`config.mk`:
```
export PLATFORM = sky130hd
export DESIGN_NAME = sysid_ext_regs
export DESIGN_NICKNAME = d
export VERILOG_FILES = /design/src/rtl/sysid_ext_pkg.sv /design/src/rtl/sysid_uptime_ctr.sv /design/src/rtl/sysid_ext_regs.sv
export SDC_FILE = /design/constraint.sdc
export NUM_CORES = 1
export LEC_CHECK = 0
export CORE_ASPECT_RATIO = 1.25
export CORE_MARGIN = 4
export CORE_UTILIZATION = 52
export CTS_CLUSTER_SIZE = 40
export DETAILED_ROUTE_END_ITERATION = 7
export GPL_ROUTABILITY_DRIVEN = 0
export GPL_TIMING_DRIVEN = 0
export PLACE_DENSITY = 0.85
export SYNTH_ARGS = -nofsm -noshare
export SYNTH_HDL_FRONTEND = slang
export SYNTH_HIERARCHICAL = 1
export SYNTH_SLANG_ARGS = --single-unit
```
`constraint.sdc`:
```
create_clock -name clock -period 1.18 [get_ports clock]
set_input_delay 0.236 -clock clock [delete_from_list [all_inputs] [get_ports clock]]
set_output_delay 0.236 -clock clock [all_outputs]
set_load 0.03 [all_outputs]
```
`src/rtl/sysid_ext_pkg.sv`:
```
// rtl/sysid_ext_pkg.sv - register offsets, CONTROL/STATUS bit indices and offset enum for sysid_ext_regs
package sysid_ext_pkg;

   localparam logic [2:0] ADDR_ID        = 3'd0;
   localparam logic [2:0] ADDR_TIMESTAMP = 3'd1;
   localparam logic [2:0] ADDR_UPTIME_LO = 3'd2;
   localparam logic [2:0] ADDR_UPTIME_HI = 3'd3;
   localparam logic [2:0] ADDR_SCRATCH   = 3'd4;
   localparam logic [2:0] ADDR_CONTROL   = 3'd5;
   localparam logic [2:0] ADDR_STATUS    = 3'd6;
   localparam logic [2:0] ADDR_RSVD      = 3'd7;

   typedef enum logic [2:0] {
      OFF_ID        = ADDR_ID,
      OFF_TIMESTAMP = ADDR_TIMESTAMP,
      OFF_UPTIME_LO = ADDR_UPTIME_LO,
      OFF_UPTIME_HI = ADDR_UPTIME_HI,
      OFF_SCRATCH   = ADDR_SCRATCH,
      OFF_CONTROL   = ADDR_CONTROL,
      OFF_STATUS    = ADDR_STATUS,
      OFF_RSVD      = ADDR_RSVD
   } reg_off_e;

   localparam int CTRL_CLEAR_BIT   = 0;
   localparam int CTRL_FREEZE_BIT  = 1;
   localparam int STAT_WRAPPED_BIT = 0;
   localparam int STAT_FREEZE_BIT  = 1;

   // Wide enough for PRESCALE up to 65535
   localparam int PRESC_W = 16;

endpackage

```
`src/rtl/sysid_uptime_ctr.sv`:
```
// rtl/sysid_uptime_ctr.sv - prescaled free-running uptime counter with sticky wrap flag
// Clear has priority over a coincident tick; freeze only stops the counter, not the prescaler.
module sysid_uptime_ctr
   import sysid_ext_pkg::*;
#(
   parameter int UPTIME_W = 64,
   parameter int PRESCALE = 1
) (
   input  logic                clock,
   input  logic                reset_n,
   input  logic                clear_i,
   input  logic                freeze_i,
   output logic [UPTIME_W-1:0] count_o,
   output logic                wrapped_o
);

   localparam logic [PRESC_W-1:0] PRESC_MAX = PRESC_W'(PRESCALE - 1);

   logic [PRESC_W-1:0]  presc_q, presc_d;
   logic [UPTIME_W-1:0] count_q, count_d;
   logic                wrapped_q, wrapped_d;
   logic                tick;

   assign tick = (presc_q == PRESC_MAX);

   always_comb begin
      presc_d   = tick ? '0 : presc_q + PRESC_W'(1);
      count_d   = count_q;
      wrapped_d = wrapped_q;
      if (tick && !freeze_i) begin
         count_d = count_q + UPTIME_W'(1);
         if (&count_q) begin
            wrapped_d = 1'b1;
         end
      end
      if (clear_i) begin
         presc_d   = '0;
         count_d   = '0;
         wrapped_d = 1'b0;
      end
   end

   always_ff @(posedge clock or negedge reset_n) begin
      if (!reset_n) begin
         presc_q   <= '0;
         count_q   <= '0;
         wrapped_q <= 1'b0;
      end else begin
         presc_q   <= presc_d;
         count_q   <= count_d;
         wrapped_q <= wrapped_d;
      end
   end

   assign count_o   = count_q;
   assign wrapped_o = wrapped_q;

endmodule

```
`src/rtl/sysid_ext_regs.sv`:
```
// rtl/sysid_ext_regs.sv - system ID, timestamp, scratch and uptime registers on an Avalon-MM slave
// Uptime counter, UPTIME_HI shadow, CONTROL and STATUS exist only with SYSID_EXT_UPTIME_EN defined.
module sysid_ext_regs
   import sysid_ext_pkg::*;
#(
   parameter logic [31:0] ID_VALUE  = 32'h0000_0000,
   parameter logic [31:0] TIMESTAMP = 32'h0000_0000,
   parameter int          UPTIME_W  = 64,
   parameter int          PRESCALE  = 1
) (
   input  logic        clock,
   input  logic        reset_n,
   input  logic [2:0]  address,
   input  logic        read,
   input  logic        write,
   input  logic [31:0] writedata,
   output logic [31:0] readdata,
   output logic        readdatavalid
);

   reg_off_e    off;
   logic [31:0] scratch_q, scratch_d;
   logic [31:0] rdata_q, rdata_d;
   logic        rvalid_q, rvalid_d;
   logic [31:0] rd_mux;

   assign off = reg_off_e'(address);

`ifdef SYSID_EXT_UPTIME_EN
   logic [UPTIME_W-1:0] count;
   logic                wrapped;
   logic                freeze_q, freeze_d;
   logic [31:0]         shadow_q, shadow_d;
   logic                ctrl_wr;
   logic                clear;

   assign ctrl_wr = write && (off == OFF_CONTROL);
   assign clear   = ctrl_wr && writedata[CTRL_CLEAR_BIT];

   sysid_uptime_ctr #(
      .UPTIME_W (UPTIME_W),
      .PRESCALE (PRESCALE)
   ) u_ctr (
      .clock     (clock),
      .reset_n   (reset_n),
      .clear_i   (clear),
      .freeze_i  (freeze_q),
      .count_o   (count),
      .wrapped_o (wrapped)
   );

   // The high half is captured with the low-half read so a 64-bit value is read coherently
   always_comb begin
      freeze_d = freeze_q;
      shadow_d = shadow_q;
      if (ctrl_wr) begin
         freeze_d = writedata[CTRL_FREEZE_BIT];
      end
      if (read && (off == OFF_UPTIME_LO)) begin
         shadow_d = 32'(count[UPTIME_W-1:32]);
      end
   end

   always_ff @(posedge clock or negedge reset_n) begin
      if (!reset_n) begin
         freeze_q <= 1'b0;
         shadow_q <= '0;
      end else begin
         freeze_q <= freeze_d;
         shadow_q <= shadow_d;
      end
   end
`else
   logic unused_cfg;
   assign unused_cfg = ^{UPTIME_W[0], PRESCALE[0], PRESC_W[0], CTRL_CLEAR_BIT[0],
                         CTRL_FREEZE_BIT[0], STAT_WRAPPED_BIT[0], STAT_FREEZE_BIT[0]};
`endif

   // Mux reads pre-write state, so a same-cycle read/write returns the old value
   always_comb begin
      rd_mux = 32'h0;
      case (off)
         OFF_ID:        rd_mux = ID_VALUE;
         OFF_TIMESTAMP: rd_mux = TIMESTAMP;
         OFF_SCRATCH:   rd_mux = scratch_q;
`ifdef SYSID_EXT_UPTIME_EN
         OFF_UPTIME_LO: rd_mux = count[31:0];
         OFF_UPTIME_HI: rd_mux = shadow_q;
         OFF_STATUS: begin
            rd_mux[STAT_WRAPPED_BIT] = wrapped;
            rd_mux[STAT_FREEZE_BIT]  = freeze_q;
         end
`endif
         default:       rd_mux = 32'h0;
      endcase
   end

   always_comb begin
      scratch_d = scratch_q;
      rdata_d   = rdata_q;
      rvalid_d  = read;
      if (write && (off == OFF_SCRATCH)) begin
         scratch_d = writedata;
      end
      if (read) begin
         rdata_d = rd_mux;
      end
   end

   always_ff @(posedge clock or negedge reset_n) begin
      if (!reset_n) begin
         scratch_q <= '0;
         rdata_q   <= '0;
         rvalid_q  <= 1'b0;
      end else begin
         scratch_q <= scratch_d;
         rdata_q   <= rdata_d;
         rvalid_q  <= rvalid_d;
      end
   end

   assign readdata      = rdata_q;
   assign readdatavalid = rvalid_q;

endmodule

```
==> results of run 1 <==
==> layer usage <==
metal	vias to the layer above	share of wire
met5	-	0
met4	0	0.017
met3	10	0.049
met2	50	0.53
met1	896	0.40
li1	860	-
==> Yosys cell counts <==
master,n,area share
buf_1,2,0.0028
buf_12,3,0.022
buf_2,2,0.0037
buf_4,1,0.0028
buf_6,3,0.013
clkbuf_1,4,0.0056
dfrtp_1,65,0.60
inv_1,32,0.045
mux2_2,2,0.0083
mux2_4,30,0.17
nand2_1,32,0.045
nor4bb_1,1,0.0037
o22ai_1,31,0.072
o22ai_2,1,0.0046
or3b_1,1,0.0032
==> sequential cells by signal, indices dropped and copies added, names as in the netlist <==
register / flops
scratch_q: 32
readdatavalid: 1
readdata: 32
==> final cells by class <==
| cell class | instances | area [um^2] |
|---|---|---|
| plain buffers | 14 | 128.9 |
| clock buffers | 13 | 148.9 |
| clock inverters | 3 | 40.04 |
| fillers | 384 | 1429 |
| inverters | 32 | 120.1 |
| multi-input cells | 98 | 833.3 |
| flip-flops and latches | 65 | 1627 |
| well taps | 62 | 77.57 |
| repair buffers | 75 | 639.4 |
==> stage by stage <==
step,TNS [ps],hold slack [ps],cells
global route,0,48.43,362
finish,0,-17.84,362
CTS,-72.79,14.96,363
detailed placement,-35450,375.5,343
global placement,-175420,490.5,343
floorplan,-2001,-59.59,210
==> worst paths after layout <==
kind                                  to  slack, ps  cells past startpoint
max                        scratch_q[23]         30                      5
min                         scratch_q[0]        -20                      1
max reg2reg                scratch_q[21]        380                      1
min reg2reg                 scratch_q[3]        510                      1
max in group asynchronous   readdata[12]        660                      1
min in group clock         readdatavalid        370                      1
==> worst max-delay path: cells and delay by family <==
family	cells	cell delay [ps]
muxes	1	290
and+or+nand+nor	1	260
buffers and inverters	3	580
==> power groups by stage <==
| stage | clock (mW) | sequential (mW) | combinational, mW |
|---|---|---|---|
| floorplan | 0 | 2.81 | 0.535 |
| global placement | 0 | 2.72 | 0.993 |
| detailed placement | 0 | 2.74 | 1.02 |
| CTS | 1.85 | 2.70 | 0.985 |
| global route | 1.97 | 2.74 | 1.06 |
| finish | 1.83 | 2.70 | 0.986 |
==> kinds of logic (layout without fill, tap and decap cells) <==
| logic type | after synthesis | after routing | share of synthesized area |
|---|---|---|---|
| flip-flops | 65 | 65 | 0.6027 |
| AO/OA/AOI/OAI | 32 | 32 | 0.07650 |
| buffers and inverters | 47 | 137 | 0.09411 |
| AND/OR/NAND/NOR | 34 | 34 | 0.05146 |
| multiplexers | 32 | 32 | 0.1752 |
==> what timing repair did <==
action | 4_1_cts | 5_1_grt
setup endpoints to repair | 97 | 38
pin swaps | 1 | 0
gates resized for setup | 183 | 19
cloned | 2 | 0
buffers inserted | 3 | 0
==> metrics.md, run 1 <==
| Metric | Value |
|---|---|
| Outcome | `finished, violations left` |
| Failing checks | `hold timing` |
| Netlist cell types | `15` |
| Synthesized area per cell | `12.85 um^2` |
| Post-Place Worst Slack | `-625.1 ps` |
| Largest net degree at the start of global routing | `66` |
| DP Area | `3485 um^2` |
| Achievable Freq | `871.7 MHz` |
| PortBufs | `71` |
| Fin worst setup slack | `32.83 ps` |
| Met2 usage | `0.3505` |
| Maxcap violations | `0` |
| Synthesized cell area | `2699 um^2` |
| Antenna Cells | `0` |
| Power per standard cell area | `1527 nW/um^2` |
| Post-layout min period | `1147 ps` |
| TritonCTS clock tree | `built` |
| # rows | `29` |
| Worst Hold Slack | `-17.84 ps` |
| Net Sw Frac | `0.2519` |
| RR Startpoint | `scratch_q[21]` |
| Hold Path Class | `in2async` |
| Final ANT Viol Nets | `0` |
| Total power | `5.519 mW` |
| Slew Viols, Final | `0` |
| Post-route cell area | `3615 um^2` |
| Max IR drop VDD | `0.8754 mV` |
| Number of global-route vias before repair | `1965` |
| Post-synthesis cell count | `210` |
| Worst-case clock buffer depth | `2` |
| Clk pwr share | `0.331` |
| Drt total wl | `5959 um` |
| Max stage delay cell, worst path | `mux2_4` |
| Clk pin slew, worst setup/hold paths | `70 ps` |
| Initial antenna violation count | `0` |
| Die area | `6414 um^2` |
| Post-route clock period utilization | `0.9722` |
| DR pass1 iterations | `4` |
| Die W | `72.44 um` |
| Flops & latches, synth | `65` |
| DRC violations left | `0` |
| Part of the power in registers | `0.490` |
| Final hold vios | `9` |
| Yosys warnings | `6` |
| Met1 Use GR | `0.2427` |
| Total CTS buffers | `9` |
| # hold bufs at CTS | `0` |
| Nets | `334` |
| Global Route Usage Sum | `0.2018` |
| DRT iter0 DRCs | `125` |
| Logic pwr share | `0.179` |
| Die span in y | `88.55 um` |
| Commonest non-fill, non-tap cells in the layout | `65 x dfrtp_1, 34 x buf_2, 33 x clkdlybuf4s50_1, 32 x inv_1, 32 x nand2_1` |
| Finish-stage setup viols | `0` |
| P_sw | `1.390 mW` |
| CP arrival | `1370 ps` |
| Clock skew | `5.214 ps` |
| Mapped Nets | `249` |
| Unrepaired setup endpoints after global routing | `no` |
| Most common cell after layout, fill and taps aside | `dfrtp_1` |
| CTS Root Cell | `clkbuf_8` |
| Lkg Pwr | `1.729 nW` |
| Highest net fanout along the worst path | `5` |
| P_int | `4.129 mW` |
| Busiest grt layer | `met2` |
| Vias/cell | `5.017` |
| Slew margin rel. | `0.4622` |
| Routed WL per cell | `16.46 um` |
| Worst-Margin Slew | `806.7 ps` |
| Worst setup SP type | `primary input` |
| CP max stage delay | `290 ps` |
| Grt met3 use | `0.04886` |
| First-pass GRT wire length | `9570 um` |
| Critical path, cell by cell | `buf_2, nor4bb_4, buf_4, bufbuf_16, mux2_4` |
| Share of cells above drive strength 1 | `0.3400` |
| Crit Path Class | `in2reg` |
| Initial Util | `0.5351` |
| Worst Setup SP | `address[1]` |
| Worst EP required | `1400 ps` |
| Total number of vias | `1816` |
| Global route total overflow | `0` |
| Post-synthesis sequential area ratio | `0.6027` |
| CTS sink cnt | `65` |
| Ports | `72` |
| DPL Wire Length | `3805 um` |
| Core occupancy in the finished layout | `0.7167` |
| Clock latency on the worst-skew pair | `330 ps` |
| H-Tree Depth | `3` |
| Crit end category | `flop` |
| Core area | `5044 um^2` |
| Area added between synthesis and finish | `33.94%` |
Note: power is estimated with default switching activity, not from simulation.
==> run 2: changes to the inputs <==
- CORE_MARGIN: 4 -> unset
- CTS_CLUSTER_SIZE: 40 -> unset
- MAX_ROUTING_LAYER: unset -> met4
==> run 2 against run 1 <==
Die area down 14%. Global-route usage is 5.5 points higher. Largest cell class unchanged. Worst setup slack better by 1.9 ps. Final cell count decreased by 0.28%. The run now ends clean. Total power fell by 1.9%.
==> metrics.md, run 2 (synthesis results as in run 1) <==
| Metric | Value |
|---|---|
| Outcome | `finished clean` |
| Number of global-route vias before repair | `2006` |
| Commonest non-fill, non-tap cells in the layout | `65 x dfrtp_1, 36 x buf_2, 33 x clkdlybuf4s50_1, 32 x inv_1, 32 x nand2_1` |
| Worst setup SP type | `flop` |
| Post-Place Worst Slack | `-599.3 ps` |
| Crit end category | `primary output` |
| Maxcap violations | `0` |
| Kind of cell adding the most delay to the critical path | `flip-flops` |
| TritonCTS clock tree | `built` |
| Buffers and inverters on the worst path | `1` |
| Worst Hold Slack | `386.9 ps` |
| Worst-case clock buffer depth | `2` |
| Part of the power in registers | `0.501` |
| Lkg Pwr | `1.712 nW` |
| Core area | `4870 um^2` |
| Achievable Freq | `873.2 MHz` |
| Hold Path Origin | `read` |
| Slew Viols, Final | `0` |
| Hold Path Class | `in2reg` |
| DPL Wire Length | `3899 um` |
| Max IR drop VDD | `1.247 mV` |
| Logic pwr share | `0.182` |
| Worst-Margin Slew | `430.2 ps` |
| Crit Path Class | `reg2out` |
| Ports | `72` |
| Post-layout min period | `1145 ps` |
| Area added between synthesis and finish | `32.31%` |
| Setup TNS | `0 ps` |
| Total CTS buffers | `9` |
| WHS Path Cells | `1` |
| # rows | `28` |
| CP arrival | `910 ps` |
| Worst hold path endpoint | `readdatavalid` |
| Drt total wl | `5836 um` |
| Post-route clock period utilization | `0.9706` |
| Worst EP required | `940 ps` |
| PortBufs | `71` |
| Initial antenna violation count | `0` |
| DRT iter0 DRCs | `83` |
| Finish-stage setup viols | `0` |
| Share of cells above drive strength 1 | `0.3422` |
| Routed WL per cell | `16.17 um` |
| Most common cell after layout, fill and taps aside | `dfrtp_1` |
| Core occupancy in the finished layout | `0.7333` |
| Die W | `66.44 um` |
| Largest net degree at the start of global routing | `37` |
| Clock skew | `5.793 ps` |
| Global Route Usage Sum | `0.2568` |
| DRC violations left | `0` |
| Clk pwr share | `0.318` |
| Layout Cells excl Fill | `361` |
| Fin worst setup slack | `34.73 ps` |
| H-Tree Depth | `3` |
| Initial Util | `0.5542` |
| Clk pin slew, worst setup/hold paths | `60 ps` |
| R2R Setup Slk | `400 ps` |
| RR Startpoint | `scratch_q[17]` |
| Highest net fanout along the worst path | `2` |
| Die span in y | `82.55 um` |
| Total number of vias | `1823` |
| P_sw | `1.362 mW` |
| CTS sink cnt | `65` |
| Antenna Cells | `0` |
| Global route total overflow | `0` |
| Reg2reg end | `scratch_q[17]` |
| CP max stage delay | `400 ps` |
| DR pass1 iterations | `4` |
| Critical path, cell by cell | `buf_4` |
| Final hold vios | `0` |
| Final ANT Viol Nets | `0` |
| Clock latency on the worst-skew pair | `320 ps` |
| P_int | `4.050 mW` |
| Net Sw Frac | `0.2516` |
| Dpl cells | `342` |
| Die area | `5484 um^2` |
| Nets | `336` |
| Power per standard cell area | `1516 nW/um^2` |
| CTS Root Cell | `clkbuf_8` |
| First-pass GRT wire length | `9749 um` |
| Max stage delay cell, worst path | `dfrtp_1` |
| Length in cells of the worst reg-to-reg path | `1` |
| Vias/cell | `5.050` |
| Slew margin rel. | `0.7132` |
| Unrepaired setup endpoints after global routing | `no` |
-- run 2: cell count changes in the layout (fill, tap and decap cells not counted), sizes merged --
cell | previous run | this run
clkdlybuf4s15 | 0 | 1
bufbuf | 1 | 0
clkbuf | 17 | 16
clkinv | 2 | 3
dlygate4sd3 | 0 | 1
buf | 50 | 51
dlygate4sd2 | 1 | 0
-- run 2: worst max path at each step --
stage / slack [ps] / from / depth (start not counted) / end
after floorplan: -70 / address[1] / 4 / scratch_q[0]
after global placement: -2140 / reset_n / 1 / readdata[14]
after detailed placement: -600 / write / 5 / scratch_q[10]
after CTS: -100 / readdata[30] / 1 / readdata[30]
after global routing: 1 / readdata[22] / 1 / readdata[22]
final: 30 / readdata[22] / 1 / readdata[22]
-- run 2: area by class of cell --
cell class / instances / area [um^2]
sequential: 65 / 1627
fill: 330 / 1299
multi-input combinational: 98 / 824.5
timing repair buffer: 77 / 619.3
clock buffer: 11 / 131.4
buffer: 14 / 128.9
inverter: 32 / 120.1
tap: 60 / 75.07
clock inverter: 4 / 45.04
-- run 2: metal layers --
metal	global-route usage	up-vias	wire length, um
met2	0.4041	57	2995
li1	-	865	-
met1	0.3193	891	2443
met3	0.07143	10	296
met4	0.09149	0	101
met5	-	-	0
-- run 2: what timing repair did --
item	4_1_cts	5_1_grt
cloned	2	0
endpoints found under the hold margin	29	0
gates resized for setup	188	14
pin swaps	1	1
buffers inserted	4	0
endpoints found under the setup margin	97	67
hold buffers	1	0
-- run 2: power by group through the flow --
stage                     logic [mW]  clock network, mW  registers [mW]
after floorplan                0.535                  0            2.81
after global placement         0.986                  0            2.72
after detailed placement        1.03                  0            2.74
after CTS                       1.00               1.76            2.70
after global routing            1.06               1.88            2.74
final                          0.984               1.72            2.71
-- run 2: through the flow --
step / area, um^2 / power [mW]
CTS: 3633 / 5.461
global route: 3571 / 5.682
global placement: 3485 / 3.709
finish: 3571 / 5.412
detailed placement: 3500 / 3.769
floorplan: 2699 / 3.343
==> run 3: changes to the inputs <==
- GPL_ROUTABILITY_DRIVEN: 0 -> unset
- SETUP_SLACK_MARGIN: unset -> 0.5
==> run 3 against run 2 <==
Maximum frequency is 7.1% lower. Final area increased by 24%. Core utilization up 18 points. Largest power group unchanged. Register-to-register slack got worse by 110 ps. Sequential cell count did not move. The flow now finishes with violations (hold timing, setup timing). Clock skew up 5.2 ps.
==> metrics.md, run 3 (synthesis results as in run 1) <==
| Metric | Value |
|---|---|
| Outcome | `finished, violations left` |
| Failing checks | `hold timing, setup timing` |
| Lkg Pwr | `1.954 nW` |
| CP Depth | `7` |
| DRC violations left | `0` |
| Largest net degree at the start of global routing | `34` |
| Final hold vios | `32` |
| Reg2reg end | `readdata[21]` |
| Max stage delay cell, worst path | `mux2_4` |
| Worst-Margin Slew | `502.6 ps` |
| Finish-stage setup viols | `19` |
| Post-route cell area | `4433 um^2` |
| R2R Setup Slk | `290 ps` |
| Clk pin slew, worst setup/hold paths | `80 ps` |
| Net Sw Frac | `0.2886` |
| Global Route Usage Sum | `0.3522` |
| Worst EP required | `1400 ps` |
| Critical path, cell by cell | `buf_6, nor4bb_4, buf_4, buf_12, buf_6, buf_12, mux2_4` |
| Share of cells above drive strength 1 | `0.5920` |
| Clock skew | `11.01 ps` |
| PortBufs | `71` |
| Total CTS buffers | `9` |
| Slew Viols, Final | `0` |
| CP max stage delay | `310 ps` |
| Fin worst setup slack | `-52.89 ps` |
| Post-layout min period | `1233 ps` |
| Die span in y | `82.55 um` |
| CP arrival | `1460 ps` |
| Worst Setup SP | `address[0]` |
| Length in cells of the worst reg-to-reg path | `3` |
| Part of the power in registers | `0.468` |
| Core area | `4870 um^2` |
| Initial Util | `0.5542` |
| Ports | `72` |
| Worst-case clock buffer depth | `2` |
| Most common cell after layout, fill and taps aside | `buf_6` |
| DPL Wire Length | `3803 um` |
| Post-route clock period utilization | `1.045` |
| RePlAce Congestion | `0.7015` |
| Commonest non-fill, non-tap cells in the layout | `41 x buf_6, 33 x dfrtp_2, 32 x nand2_1, 32 x clkdlybuf4s50_1, 32 x dfrtp_1` |
| Max IR drop VDD | `1.202 mV` |
| Hold Path Class | `in2async` |
| P_int | `4.252 mW` |
| CTS Root Cell | `clkbuf_8` |
| DR pass1 iterations | `4` |
| H-Tree Depth | `3` |
| TritonCTS clock tree | `built` |
| RR Startpoint | `readdata[21]` |
| Initial antenna violation count | `0` |
| Highest net fanout along the worst path | `5` |
| Total power | `5.977 mW` |
| DRT iter0 DRCs | `165` |
| Drt total wl | `9625 um` |
| Clk pwr share | `0.304` |
| Crit Path Class | `in2reg` |
| Dpl cells | `342` |
| Maxcap violations | `0` |
| Worst setup SP type | `primary input` |
| Final ANT Viol Nets | `0` |
| Area added between synthesis and finish | `64.26%` |
| Worst Hold Slack | `-135.9 ps` |
| Antenna Cells | `0` |
| Slew margin rel. | `0.6650` |
| CTS sink cnt | `65` |
| Vias/cell | `5.746` |
| Crit end category | `flop` |
| Unrepaired setup endpoints after global routing | `yes` |
| Routed WL per cell | `24.94 um` |
| Total number of vias | `2218` |
| P_sw | `1.725 mW` |
| Layout Cells excl Fill | `386` |
| Setup TNS | `-633.1 ps` |
| Die W | `66.44 um` |
| Power per standard cell area | `1348 nW/um^2` |
| # rows | `28` |
| Clock latency on the worst-skew pair | `350 ps` |
| First-pass GRT wire length | `12900 um` |
| Kind of cell adding the most delay to the critical path | `buffers and inverters` |
| Achievable Freq | `811.1 MHz` |
| Global route total overflow | `0` |
| Die area | `5484 um^2` |
| DP Area | `3548 um^2` |
| Number of global-route vias before repair | `2376` |
| Logic pwr share | `0.228` |
| Buffers and inverters on the worst path | `5` |
| Crit path to | `scratch_q[23]` |
| Nets | `360` |
run 3: cell types whose count changed in the layout (fill, tap and decap cells not counted), moves of 5 or more:
| cell | change |
|---|---|
| buf_6 | +35 |
| buf_2 | -34 |
| dfrtp_1 | -33 |
| dfrtp_2 | +33 |
| o22ai_1 | -31 |
| o22ai_2 | +30 |
| buf_4 | +9 |
| buf_16 | +6 |
| buf_8 | +5 |
run 3: worst register-to-register path: stages, from the launching register on:
cell and delay (ps):
dfrtp_2 420, buf_4 140, inv_1 100, o22ai_4 100
run 3: layout make-up:
class	instances	area [um^2]
clock buffers	16	180.2
multi-input cells	98	1035
repair buffers	100	1167
fillers	153	436.7
inverters	32	122.6
plain buffers	15	185.2
well taps	60	75.07
flip-flops and latches	65	1668
run 3: power groups by stage:
stage / sequential (mW) / clock [mW] / combinational [mW]
3_5_place_dp: 2.74 / 0 / 1.02
3_3_place_gp: 2.73 / 0 / 0.988
4_1_cts: 2.72 / 1.75 / 1.24
2_1_floorplan: 2.82 / 0 / 0.538
6_report: 2.80 / 1.82 / 1.36
5_1_grt: 2.81 / 1.91 / 1.42
run 3: repair_timing:
action / in CTS / in global routing
resized for setup: 308 / 8
cloned: 6 / 0
pin swaps: 2 / 1
endpoints found under the hold margin: 32 / 32
setup buffers: 15 / 7
endpoints found under the setup margin: 97 / 134
run 3: how the worst min path moves through the flow:
stage | to | slack (ps) | depth (start not counted) | start
after floorplan | readdata[0] | -60 | 0 | reset_n
after global placement | scratch_q[29] | 490 | 1 | scratch_q[29]
after detailed placement | scratch_q[26] | 340 | 1 | reset_n
after CTS | scratch_q[26] | -30 | 1 | reset_n
after global routing | scratch_q[26] | -100 | 1 | reset_n
final | scratch_q[26] | -140 | 1 | reset_n
run 3: stage by stage:
step	setup WS (ps)	util
2_1_floorplan	-66.71	-
3_3_place_gp	-2367	0.7256
3_5_place_dp	-614.7	0.7287
4_1_cts	4.829	0.8949
5_1_grt	-69.01	0.9103
6_report	-52.89	0.9103
run 3: metal layers:
layer / GRT usage / share of wire / wire (um)
met1: 0.4022 / 0.38 / 3622
met2: 0.5745 / 0.54 / 5183
met3: 0.1003 / 0.054 / 516
met4: 0.1617 / 0.031 / 301
met5: - / 0 / 0
==> patch (flow settings as in run 2) <==
Register the input `address` before use. The logic sees it one clock later. The other inputs are not delayed to match.
--- a/src/rtl/sysid_ext_regs.sv
+++ b/src/rtl/sysid_ext_regs.sv
@@ -18,13 +18,19 @@
    output logic        readdatavalid
 );
 
+   logic [2:0] address_q;
+
+   always_ff @(posedge clock) begin
+      address_q <= address;
+   end
+
    reg_off_e    off;
    logic [31:0] scratch_q, scratch_d;
    logic [31:0] rdata_q, rdata_d;
    logic        rvalid_q, rvalid_d;
    logic [31:0] rd_mux;
 
-   assign off = reg_off_e'(address);
+   assign off = reg_off_e'(address_q);
 
 `ifdef SYSID_EXT_UPTIME_EN
    logic [UPTIME_W-1:0] count;
Behaviour: not the same (a bounded check fails within 4 cycles, from zero or initial values and one cycle with reset_n low).
==> patch against run 2 <==
- the run now ends with setup timing left
- worst setup slack lost 0.26 ns
- count of clock-buffer cells in the layout shrank 2
- final area grew 13%
- power grew 16%
- clock power grew 33%
- sequential power grew 4%
- routed wire length grew 16%
- synthesized area grew 2.2%
- sequential cell count grew 3
- non-clock buffer count grew 3
- clock skew grew 0.0020 ns
- critical endpoint is now scratch_q[19]$_DFFE_PN0P_
- highest routed layer unchanged
==> patch: results (changes against run 2) <==
.. list-table::
   :header-rows: 1

   * - Metric
     - Value
   * - Met3 WL
     - 284 um (was 296 um)
   * - Worst-path fanout max
     - 10 (was 2)
   * - Maximum VDD drop
     - 0.001031 V (was 0.001247 V)
   * - Via count of the first global-routing pass
     - 2149 (was 2006)
   * - N_diodes
     - 0 (unchanged)
   * - Setup Viol. Count Final
     - 60 (was 0)
   * - Cells taking the most area after synthesis
     - dfrtp_1 59%, mux2_4 16%, o22ai_1 7.0%, inv_1 4.4%, nand2_1 4.4% (was dfrtp_1 60%, mux2_4 17%, o22ai_1 7.2%, inv_1 4.5%, nand2_1 4.5%)
   * - First-pass GRT wire length
     - 10640 um (was 9749 um)
   * - Setup Slack @ Placement
     - -0.6457 ns (was -0.5993 ns)
   * - Routed Wire Length
     - 6797 um (was 5836 um)
   * - LEAKAGE
     - 1.864 nW (was 1.712 nW)
   * - Vias per inst
     - 5.276 (was 5.050)
   * - Clock Skews
     - 0.007746 ns (was 0.005793 ns)
   * - Synth cell count leaders
     - 65 x dfrtp_1, 32 x inv_1, 32 x nand2_1 (unchanged)
   * - Wl on met1
     - 2592 um (was 2443 um)
   * - Syn. warnings
     - 6 (unchanged)
   * - Met2 Routed Length
     - 3635 um (was 2995 um)
   * - DPL Wire Length
     - 3943 um (was 3899 um)
   * - Clock transition at the register clock pins on the worst setup and hold paths after CTS
     - 0.07 ns
   * - EDFF count, synth
     - 0 (unchanged)
   * - Portion of the post-synthesis area used by sequential elements
     - 61.13% (was 60.27%)
   * - Insertion delay of the later-clocked pin in the worst-skew pair
     - 0.35 ns (was 0.32 ns)
   * - Sum of negative setup slack
     - -7.944 ns (was 0 ns)
   * - Share of synthesized registers carrying an async set or reset
     - 95.59% (was 100.0%)
   * - Filler cell count in the final layout
     - 311 (was 330)
   * - Unique masters post-synth
     - 16 (was 15)
   * - Worst Slack Setup Final
     - -0.2207 ns (was 0.03473 ns)
   * - # port buffers
     - 71 (unchanged)
   * - Violations in the final reports
     - setup timing
   * - Syn_nets
     - 252 (was 249)
   * - Transition time at the pin with the least slew margin
     - 0.3911 ns (was 0.4302 ns)
   * - Max stage delay on crit path
     - 0.32 ns (was 0.40 ns)
   * - Number of nets at the end of the flow
     - 342 (was 336)
   * - Cell with the biggest individual delay on the critical path
     - dfxtp_2 (was dfrtp_1)
   * - Gr usage total
     - 27.45% (was 25.68%)
   * - Share of final-layout standard cells stronger than drive strength 1
     - 44.81% (was 34.22%)
   * - Maximum number of pins on one net before global-route repair
     - 40 (was 37)
   * - Number of design-rule violations left by the first detailed-router iteration
     - 102 (was 83)
   * - Arrival time worst endpoint
     - 1.63 ns (was 0.91 ns)
   * - Type of the most critical hold path
     - input pin to flop (unchanged)
   * - Result of the run
     - finished, violations left (was finished clean)
==> patch: cell types whose count changed after synthesis, sizes merged <==
cell / before / now
dfxtp: 0 / 3
==> patch: final cells by class <==
cell class                      instances  share of cell area (%)
Sequential cell                        68                   41.74
Multi-Input combinational cell         98                   25.57
Timing Repair Buffer                   79                   17.90
Buffer                                 15                   3.989
Clock buffer                            9                   3.061
Inverter                               32                   2.968
Clock inverter                          7                   2.845
Tap cell                               62                   1.917
==> patch: logic make-up (layout without fill, tap and decap cells) <==
| group | count (synthesis) | after routing | share of synthesized area, % |
|---|---|---|---|
| AO/OA/AOI/OAI | 32 | 32 | 7.483 |
| multiplexers | 32 | 32 | 17.14 |
| buffers and inverters | 47 | 142 | 9.207 |
| AND/OR/NAND/NOR | 34 | 34 | 5.034 |
| flip-flops | 68 | 68 | 61.13 |
==> patch: path summary, 6_finish.rpt <==
| check | from | end | slack [ns] | depth (start not counted) |
|---|---|---|---|---|
| min reg2reg | scratch_q[12]$_DFFE_PN0P_ | scratch_q[12]$_DFFE_PN0P_ | 0.51 | 1 |
| max | address_q[0]$_DFF_P_ | scratch_q[19]$_DFFE_PN0P_ | -0.22 | 4 |
| min | address[1] | address_q[1]$_DFF_P_ | 0.32 | 1 |
| max in group asynchronous | reset_n | readdata[17]$_DFFE_PN0P_ | 0.29 | 3 |
| max reg2reg | address_q[0]$_DFF_P_ | scratch_q[19]$_DFFE_PN0P_ | -0.22 | 4 |
| min in group asynchronous | reset_n | scratch_q[6]$_DFFE_PN0P_ | 0.37 | 2 |
==> patch: metrics by stage <==
| step | cell area (um^2) | instances | power [mW] |
|---|---|---|---|
| after floorplan | 2759 | 213 | 3.454 |
| final | 4046 | 370 | 6.254 |
| after CTS | 4020 | 370 | 6.250 |
| after global routing | 4046 | 370 | 6.463 |
| after global placement | 3547 | 346 | 3.818 |
| after detailed placement | 3562 | 347 | 3.876 |
==> patch: timing repair <==
action	CTS	global route
gates cloned	3	0
endpoints found under the hold margin	26	0
pin swaps	29	1
setup buffers	3	0
setup endpoints to repair	97	100
hold buffers	1	0
resized for setup	213	19
==> patch: metal layers <==
| layer | GRT usage [%] | up-vias |
|---|---|---|
| met5 | - | - |
| met4 | 17.60 | 0 |
| met3 | 3.984 | 23 |
| met2 | 45.18 | 72 |
| met1 | 29.94 | 965 |
| li1 | - | 892 |
==> patch: critical path, delay by kind of cell, from the launching register on <==
kind | cells | cell delay [ns]
buffers and inverters | 2 | 0.37
DFF | 1 | 0.32
muxes | 1 | 0.31
and+or+nand+nor | 1 | 0.28
==> patch: power breakdown <==
part / switching [mW] / internal, mW
combinational: 0.499 / 0.644
sequential: 0.191 / 2.64
clock: 0.890 / 1.39
